===== config.mk =====
export PLATFORM = sky130hd
export DESIGN_NAME = muldiv_iter
export DESIGN_NICKNAME = d
export VERILOG_FILES = /design/src/rtl/muldiv_iter.sv
export SDC_FILE = /design/constraint.sdc
export NUM_CORES = 1
export LEC_CHECK = 0
export CAP_MARGIN = 20
export CORE_MARGIN = 2
export CORE_UTILIZATION = 61
export CTS_BUF_LIST = sky130_fd_sc_hd__clkbuf_2
export DETAILED_ROUTE_END_ITERATION = 10
export PLACE_DENSITY = 0.8
export SLEW_MARGIN = 10
export SYNTH_ARGS = -nofsm -noshare
export SYNTH_HDL_FRONTEND = slang
export SYNTH_SLANG_ARGS = --single-unit

===== constraint.sdc =====
create_clock -name clk -period 7.1 [get_ports clk]
set_input_delay 1.42 -clock clk [delete_from_list [all_inputs] [get_ports clk]]
set_output_delay 1.42 -clock clk [all_outputs]
set_load 0.01 [all_outputs]

===== src/rtl/muldiv_iter.sv =====
// muldiv_iter: multi-cycle HI/LO multiply/divide unit for the MIPS datapath.
// Executes mult, multu, div, divu, mthi and mtlo and owns the HI/LO registers.
// The iterative engine is radix-2 shift-add (multiply) and radix-2 restoring
// division. Operands are converted to magnitudes at accept, and signs are
// applied in FIX.
// Optional feature macro: MULDIV_RADIX4_EN selects a radix-4 multiply
// (2 bits per ITER cycle). Divide is always radix-2.

`ifndef MULT
`define MULT  3'b000
`endif
`ifndef MULTU
`define MULTU 3'b001
`endif
`ifndef DIV
`define DIV   3'b010
`endif
`ifndef DIVU
`define DIVU  3'b011
`endif
`ifndef MTH
`define MTH   3'b100
`endif
`ifndef MTL
`define MTL   3'b101
`endif

module muldiv_iter (
   input  logic        clk,
   input  logic        rst,
   input  logic        start,
   input  logic [2:0]  mult_op,
   input  logic [31:0] rs,
   input  logic [31:0] rt,
   input  logic        cancel,
   output logic        busy,
   output logic        done,
   output logic [31:0] hi,
   output logic [31:0] lo
);

   typedef enum logic [1:0] {
      ST_IDLE = 2'd0,
      ST_ITER = 2'd1,
      ST_FIX  = 2'd2
   } state_t;

`ifdef MULDIV_RADIX4_EN
   localparam logic [5:0] MUL_CNT = 6'd16;
`else
   localparam logic [5:0] MUL_CNT = 6'd32;
`endif
   localparam logic [5:0] DIV_CNT = 6'd32;

   // Two's-complement magnitude; 0x80000000 maps onto itself, which is the
   // correct unsigned magnitude.
   function automatic logic [31:0] mag32(input logic [31:0] v, input logic neg);
      logic [31:0] r;
      if (neg) begin
         r = ~v + 32'd1;
      end else begin
         r = v;
      end
      return r;
   endfunction

   state_t      state_r, state_nxt_s;
   logic [5:0]  cnt_r;
   logic [63:0] acc_r;       // mult: {partial product, multiplier}; div: {remainder, quotient}
   logic [31:0] opb_r;       // mult: multiplicand magnitude; div: divisor magnitude
   logic        is_div_r;
   logic        neg_q_r;     // negate product / quotient
   logic        neg_r_r;     // negate remainder

   logic        is_mul_s, is_div_s, is_signed_s, is_mth_s, is_mtl_s;
   logic        accept_s, accept_iter_s, div_zero_s;
   logic        sign_a_s, sign_b_s;
   logic [31:0] mag_a_s, mag_b_s;

   logic [63:0] step_s;
   logic [31:0] rem_sub_s;
   logic        rem_ge_s;
`ifdef MULDIV_RADIX4_EN
   logic [33:0] mul_add_s, mul_sum_s;
`else
   logic [32:0] mul_add_s, mul_sum_s;
`endif

   logic [63:0] prod_s;
   logic [31:0] fix_hi_s, fix_lo_s;

   logic        busy_nxt_s, done_nxt_s;
   logic [31:0] hi_nxt_s, lo_nxt_s;

   // Decode the requested operation and form operand magnitudes and signs.
   always_comb begin
      is_mul_s    = 1'b0;
      is_div_s    = 1'b0;
      is_signed_s = 1'b0;
      is_mth_s    = 1'b0;
      is_mtl_s    = 1'b0;
      case (mult_op)
         `MULT:  begin is_mul_s = 1'b1; is_signed_s = 1'b1; end
         `MULTU: begin is_mul_s = 1'b1; end
         `DIV:   begin is_div_s = 1'b1; is_signed_s = 1'b1; end
         `DIVU:  begin is_div_s = 1'b1; end
         `MTH:   begin is_mth_s = 1'b1; end
         `MTL:   begin is_mtl_s = 1'b1; end
         default: begin is_mul_s = 1'b0; end
      endcase
      sign_a_s      = is_signed_s & rs[31];
      sign_b_s      = is_signed_s & rt[31];
      mag_a_s       = mag32(rs, sign_a_s);
      mag_b_s       = mag32(rt, sign_b_s);
      accept_s      = start & ~cancel & (state_r == ST_IDLE);
      div_zero_s    = is_div_s & (rt == 32'd0);
      accept_iter_s = accept_s & (is_mul_s | (is_div_s & ~div_zero_s));
   end

   // One iteration step of the multiply or divide engine.
   always_comb begin
      mul_add_s = '0;
      mul_sum_s = '0;
      rem_sub_s = acc_r[62:31] - opb_r;
      rem_ge_s  = acc_r[63] | (acc_r[62:31] >= opb_r);
      if (is_div_r) begin
         if (rem_ge_s) begin
            step_s = {rem_sub_s, acc_r[30:0], 1'b1};
         end else begin
            step_s = {acc_r[62:0], 1'b0};
         end
      end else begin
`ifdef MULDIV_RADIX4_EN
         case (acc_r[1:0])
            2'b00:   mul_add_s = 34'd0;
            2'b01:   mul_add_s = {2'b00, opb_r};
            2'b10:   mul_add_s = {1'b0, opb_r, 1'b0};
            2'b11:   mul_add_s = {2'b00, opb_r} + {1'b0, opb_r, 1'b0};
            default: mul_add_s = 34'd0;
         endcase
         mul_sum_s = {2'b00, acc_r[63:32]} + mul_add_s;
         step_s    = {mul_sum_s, acc_r[31:2]};
`else
         if (acc_r[0]) begin
            mul_add_s = {1'b0, opb_r};
         end else begin
            mul_add_s = 33'd0;
         end
         mul_sum_s = {1'b0, acc_r[63:32]} + mul_add_s;
         step_s    = {mul_sum_s, acc_r[31:1]};
`endif
      end
   end

   // Sign fixup of the finished result.
   always_comb begin
      if (neg_q_r) begin
         prod_s = ~acc_r + 64'd1;
      end else begin
         prod_s = acc_r;
      end
      if (is_div_r) begin
         fix_lo_s = mag32(acc_r[31:0], neg_q_r);
         fix_hi_s = mag32(acc_r[63:32], neg_r_r);
      end else begin
         fix_lo_s = prod_s[31:0];
         fix_hi_s = prod_s[63:32];
      end
   end

   // FSM state register.
   always_ff @(posedge clk or posedge rst) begin
      if (rst) begin
         state_r <= ST_IDLE;
      end else begin
         state_r <= state_nxt_s;
      end
   end

   // FSM next-state logic; cancel always returns to IDLE.
   always_comb begin
      state_nxt_s = state_r;
      case (state_r)
         ST_IDLE: begin
            if (accept_iter_s) begin
               state_nxt_s = ST_ITER;
            end else begin
               state_nxt_s = ST_IDLE;
            end
         end
         ST_ITER: begin
            if (cancel) begin
               state_nxt_s = ST_IDLE;
            end else if (cnt_r == 6'd1) begin
               state_nxt_s = ST_FIX;
            end else begin
               state_nxt_s = ST_ITER;
            end
         end
         ST_FIX:  state_nxt_s = ST_IDLE;
         default: state_nxt_s = ST_IDLE;
      endcase
   end

   // FSM output logic: next values of busy, done, hi and lo.
   always_comb begin
      busy_nxt_s = (state_nxt_s == ST_ITER) | (state_nxt_s == ST_FIX);
      done_nxt_s = 1'b0;
      hi_nxt_s   = hi;
      lo_nxt_s   = lo;
      if (accept_s) begin
         done_nxt_s = is_mth_s | is_mtl_s | div_zero_s;
         if (is_mth_s) begin
            hi_nxt_s = rs;
         end else if (is_mtl_s) begin
            lo_nxt_s = rs;
         end else begin
            hi_nxt_s = hi;
         end
      end else if ((state_r == ST_FIX) && !cancel) begin
         done_nxt_s = 1'b1;
         hi_nxt_s   = fix_hi_s;
         lo_nxt_s   = fix_lo_s;
      end else begin
         done_nxt_s = 1'b0;
      end
   end

   // Registered architectural outputs.
   always_ff @(posedge clk or posedge rst) begin
      if (rst) begin
         busy <= 1'b0;
         done <= 1'b0;
         hi   <= 32'd0;
         lo   <= 32'd0;
      end else begin
         busy <= busy_nxt_s;
         done <= done_nxt_s;
         hi   <= hi_nxt_s;
         lo   <= lo_nxt_s;
      end
   end

   // Engine datapath: operand latch at accept, one step per ITER cycle.
   always_ff @(posedge clk or posedge rst) begin
      if (rst) begin
         cnt_r    <= 6'd0;
         acc_r    <= 64'd0;
         opb_r    <= 32'd0;
         is_div_r <= 1'b0;
         neg_q_r  <= 1'b0;
         neg_r_r  <= 1'b0;
      end else if (accept_iter_s) begin
         is_div_r <= is_div_s;
         neg_q_r  <= sign_a_s ^ sign_b_s;
         neg_r_r  <= sign_a_s & is_div_s;
         if (is_div_s) begin
            cnt_r <= DIV_CNT;
            acc_r <= {32'd0, mag_a_s};
            opb_r <= mag_b_s;
         end else begin
            cnt_r <= MUL_CNT;
            acc_r <= {32'd0, mag_b_s};
            opb_r <= mag_a_s;
         end
      end else if ((state_r == ST_ITER) && !cancel) begin
         cnt_r <= cnt_r - 6'd1;
         acc_r <= step_s;
      end else if (cancel) begin
         cnt_r <= 6'd0;
      end else begin
         cnt_r <= cnt_r;
      end
   end

endmodule

=== Word level (Yosys, flattened, before mapping) ===
Cells that the tools add are included.

* Register bits: 173
* Logic and storage cells: 104
* Input port bits: 71
* Output and inout bits: 66

* Bitwise operators: 21
* Add/sub/neg operators: 8
* Eq/ne operators: 13
* Reduce and logical (&&, ||, !) cells: 14
* $lt $le $gt $ge: 1
* Multiplexer cells: 36

{| class="wikitable"
|+ Operators with widths
! operator !! number
|-
| 32-bit two-way mux || 16
|-
| 64-bit two-way mux || 5
|-
| 32-bit by 1-bit adder with 32-bit output (second input constant) || 4
|-
| 32-bit NOT || 4
|-
| 64-bit by 1-bit adder with 64-bit output (second input constant) || 1
|-
| 64-bit NOT || 1
|-
| 32-bit by 33-bit adder with 33-bit output || 1
|-
| 33-bit two-way mux || 1
|-
| 32-bit greater-or-equal comparator || 1
|-
| 32-bit logical NOT || 1
|-
| 32-bit subtractor || 1
|-
| 6-bit two-way mux || 3
|-
| 1-bit bitwise AND || 8
|-
| 1-bit two-way mux || 8
|-
| 3-bit by 2-bit == test with 1-bit output (second input constant) || 2
|-
| 3-bit == test (second input constant) || 2
|-
| 6-bit by 1-bit == test with 1-bit output (second input constant) || 1
|-
| 2-bit inequality test (second input constant) || 3
|-
| 2-bit OR reduction || 3
|-
| 6-bit by 1-bit subtractor with 6-bit output (second input constant) || 1
|-
| 1-bit OR || 5
|-
| 2-bit by 1-bit == test with 1-bit output (second input constant) || 2
|-
| 2-bit == test (second input constant) || 2
|-
| 2-bit two-way mux || 2
|-
| other kinds (12) || 15
|}

=== Logic depth before layout (Yosys ltp) ===
* Word-level depth: 12
* Mapped depth: 15
* Depth with buffers taken out: 14

=== Least setup slack after synthesis ===
Ideal clock, no wire load.

* Path kind: input to register
* From: in rt[0]
* To: reg acc_r[57]
* Buffers on the path: 2
* Data arrival time: 3.835 ns
* Stages: 13
* Library setup time: 0.088 ns
* Path slack: 3.177 ns
* Cells stage by stage: inv_1 > ha_1 > or3b_1 > or4_1 > and2b_1 > nand3_2 > nor3_4 > a311oi_2 > nor2_2 > buf_4 > buf_6 > nand2_1 > o211ai_1

* Word-level cells in the longest chain between the ends: 7
* Elaborated cells between the ends (all ways): 8

{| class="wikitable"
|+ Ends and longest elaborated chain
! item !! line !! RTL
|-
| from (decl) || 34 || <nowiki>input logic [31:0] rt,</nowiki>
|-
| 32-bit logical NOT (*) || 116 || <nowiki>div_zero_s = is_div_s & (rt == 32'd0);</nowiki>
|-
| 1-bit bitwise AND (*) || 116 ||
|-
| 1-bit NOT (*) || 117 || <nowiki>accept_iter_s = accept_s & (is_mul_s | (is_div_s & ~div_zero_s));</nowiki>
|-
| 1-bit bitwise AND (*) || 117 ||
|-
| 1-bit OR (*) || 117 ||
|-
| 1-bit bitwise AND (*) || 117 ||
|-
| 64-bit two-way mux or 2-bit nonzero test (tied branches) || -- ||
|-
| to (signal assigned) || 259 || <nowiki>acc_r <= {32'd0, mag_a_s};</nowiki>
|-
| to (signal assigned) || 263 || <nowiki>acc_r <= {32'd0, mag_b_s};</nowiki>
|-
| to (signal assigned) || 268 || <nowiki>acc_r <= step_s;</nowiki>
|-
| to (decl) || 69 || <nowiki>logic [63:0] acc_r;</nowiki>
|}

Mark *: on every way between the ends. The rest lies on a longest branch, timed or not.
A chain may end at the register's enable or synchronous reset.

=== Worst setup path after layout ===
* From: in rt[0]
* To: reg acc_r[52]

The elaborated chain is that of the path after synthesis.

==> Implementation_results.wiki <==
{| class="wikitable"
! Metric !! Value
|-
| Number of distinct standard cells referenced by the synthesized netlist || 88
|-
| Most numerous cell in the Yosys netlist || nand2_1
|-
| Clock H-tree levels || 4
|-
| Number of instances in the synthesized netlist || around 1900
|-
| Final standard cell count with taps included and fillers excluded || between 2000 and 2500
|-
| Critical Setup Path Class || input port to register
|-
| Std cell rows || between 50 and 60
|-
| Fill cell total of the finished layout || a little over 2000
|-
| Maximum fanout along the worst path || 20
|-
| Slew Limit Headroom || a little over a third
|-
| Worst setup slack for register-to-register paths || between 2 and 3 ns
|-
| Worst Hold Launch || hi[13]
|-
| CTS tree || yes
|-
| Hold path cells || 2
|-
| DRC Markers || 0
|-
| Worst Clk Skew || 0.0635 ns
|-
| Biggest area contributors in the synthesized netlist || dfrtp_1 29%, ha_1 5.9%, nand2_1 5.9%
|-
| Synthesized cell area || 14900 um2
|-
| Maximum number of pins on one net before global-route repair || 111
|-
| Setup repair after global routing missed its margin || no
|-
| Vias in the first global route || ~14000
|-
| Antenna Nets Post-Route || 0
|-
| Number of cells on the worst reg-to-reg path || 11
|-
| Net count after synthesis || roughly 2100
|-
| Synthesis-to-finish area growth || 12.3%
|-
| Clk sink count || around 170
|-
| Leak || approximately 0.0074 uW
|-
| Port Buf Inserts || around 140
|-
| Leftover overflow at the end of global routing || 0
|-
| Peak supply drop || between 0.2 and 0.25 mV
|-
| Hold Fails Final Rpt || 0
|-
| Antenna violations before repair || 1
|-
| Vias/cell || 6.58
|-
| Clock root buffer master || clkbuf_2
|-
| Switching power total || roughly 3200 uW
|-
| Final GP Congestion || roughly 1
|-
| Least-Margin Pin Slew || between 0.9 and 1 ns
|-
| Post-synthesis sequential element count || about 170
|-
| Worst hold-check path type || register to register
|-
| Outcome || finished clean
|-
| Synthesized area per cell || between 7 and 8 um2
|-
| Final min period || 4.61 ns
|-
| Buffer count from post-CTS setup fixing || 0
|-
| CP Capture Type || register
|-
| Combined area of the multi-input logic cells || between 9000 and 10000 um2
|-
| Async set-or-reset flop fraction in the synthesized netlist || between 90% and 100%
|-
| DR WL/cell || roughly 23 um
|-
| Overall die width || 161 um
|-
| Internal Pwr Total || 3080 uW
|-
| Critical register-to-register path startpoint || acc_r[40]
|-
| Worst flop-to-flop path endpoint || acc_r[59]
|-
| Floorplan Core Area || about 24000 um2
|-
| Worst-skew pair later-pin latency || between 0.8 and 0.9 ns
|-
| Critical path startpoint category || input port
|-
| Yosys warning count || 0
|-
| Detailed Place HPWL || roughly 40000 um
|-
| Total cell area at the placement stage || around 16000 um2
|-
| Placed Cells || about 2300
|-
| Count of hold buffers inserted by post-cts repair || 0
|-
| Number of detailed-routing iterations run before antenna repair || 6
|-
| Switching portion of total power || about half
|-
| Via count || between 15000 and 20000
|-
| Number of endpoints failing setup at the final stage || 0
|-
| FMAX || roughly 220 MHz
|-
| Slew Limit Fails || 0
|-
| Primary flip-flop cell chosen by synthesis mapping || dfrtp_1
|-
| Number of buffers on the longest clock path || 2
|-
| Final std cell area, no fill || between 15000 and 20000 um2
|-
| 1st-iter DRT viols || approximately 2000
|-
| Chip Height || ~160 um
|-
| Proportion of netlist area held by the largest area contributor || between 20% and 30%
|-
| Arrival @ worst endpoint || about 5.4 ns
|-
| Yosys top cell by area || dfrtp_1
|-
| Resized cells post-CTS || 0
|-
| Overall global routing resource usage || between 40% and 50%
|-
| Areal power density over the cells || around 370 nW/um2
|-
| FF+latch area || about 4300 um2
|-
| Layout net count || approximately 2100
|-
| DIE AREA || roughly 26000 um2
|-
| Post-detailed-routing wire length || between 50000 and 60000 um
|-
| Share of final-layout standard cells stronger than drive strength 1 || 4.41%
|-
| Terminating pin of the worst hold path || hi[13]
|-
| Ranking of synthesized cells by instance count || 233 x nand2_1, 214 x nor2_1, 173 x dfrtp_1
|-
| Share of total power in the clock network || about 10%
|-
| Sequential share of power || between 20 and 30%
|-
| Total CTS buffers || 17
|-
| Top-level port count || ~140
|-
| Register area share after synthesis || 29.0%
|-
| Starting utilization of the core area || roughly three fifths
|-
| WP data required || around 7.9 ns
|-
| EDFF count, synth || 0
|-
| Logic gate share of total power || 60.3%
|-
| CTS clk-pin slew, worst paths || roughly 0.3 ns
|-
| Global-route wire length before repair || 81400 um
|-
| Share of the clock period used by the worst path after layout || between 60% and 70%
|-
| Setup tns final || 0 ns
|-
| Max-capacitance violation count || 0
|}
-- critical path: stages --
cell,delay [ns]
clkdlybuf4s50_1,0.46
inv_1,0.10
ha_1,0.17
or3b_1,0.41
or4_1,0.44
and2b_1,0.34
nand3_2,0.19
nor3_4,0.27
a311oi_2,0.14
buf_4,0.22
nor2_2,0.52
buf_4,0.39
a32o_1,0.17
a21oi_1,0.04
o21ai_0,0.09
-- cells in the final DEF (no fill, tap or decap), types with 42 or more instances in the layout --
cell type	count
a21o_1	47
a21oi_1	172
clkdlybuf4s50_1	136
dfrtp_1	172
ha_1	70
inv_1	65
mux2i_1	45
nand2_1	233
nor2_1	214
o21ai_0	126
o21ai_1	70
o31ai_1	42
xnor2_1	92
xor2_1	80
-- cells by family after synthesis --
group	after synthesis	share of synthesized area (%)
DFF	173	29.0
and+or+nand+nor	664	20.5
buffers and inverters	180	4.74
muxes	48	3.24
AOI/OAI and AO/OA	635	26.4
xor gates and xnor gates	172	10.1
adders and majority gates	72	6.13
-- flip-flops by register name, indices dropped and copies added (netlist names) --
| name | count |
|---|---|
| cnt_r | 6 |
| is_div_r | 1 |
| opb_r | 32 |
| neg_q_r | 1 |
| busy | 1 |
| hi | 32 |
| neg_r_r | 1 |
| acc_r | 64 |
| lo | 32 |
| state_r | 2 |
| done | 1 |
-- worst max path at each step --
| stage | end | cells past startpoint | from |
|---|---|---|---|
| after CTS | acc_r[52] | 15 | rt[0] |
| after global routing | acc_r[52] | 15 | rt[0] |
| after detailed placement | acc_r[52] | 15 | rt[0] |
| after global placement | acc_r[52] | 15 | rt[0] |
| final | acc_r[52] | 15 | rt[0] |
| after floorplan | acc_r[0] | 1 | rst |
-- power groups by stage --
stage / sequential (uW) / combinational, uW / clock (uW)
global placement: 1840 / 3590 / 0
global route: 1890 / 4100 / 649
detailed placement: 1850 / 3660 / 0
floorplan: 1690 / 2530 / 0
CTS: 1830 / 3680 / 612
finish: 1860 / 3760 / 613
-- per-stage QoR --
step	total power [uW]	setup slack (ns)	hold WS (ns)	util, %
3_3_place_gp	5430	1.84	0.459	68.1
6_report	6240	2.49	0.522	69.5
3_5_place_dp	5520	1.70	0.466	68.2
5_1_grt	6640	2.31	0.532	69.5
2_1_floorplan	4210	0.992	0.456	-
4_1_cts	6120	2.52	0.522	69.4
-- final cells by class --
class | count | share of cell area [%]
clock inverter | 15 | 1.24
clock buffer | 17 | 0.507
tap | 324 | 2.41
timing repair buffer | 155 | 9.22
multi-input combinational | 1591 | 59.3
antenna | 1 | 0.0149
sequential | 173 | 25.8
inverter | 67 | 1.53
-- layer usage --
layer	global-route usage [%]	up-vias	part of all wire, %	wire length, um
li1	-	7085	-	-
met1	57.4	7208	41	21800
met2	59.0	980	42	22300
met3	11.1	153	13	6700
met4	17.6	0	4.4	2350
met5	0	-	0	0
No activity file was read; power rests on OpenSTA's default activity.
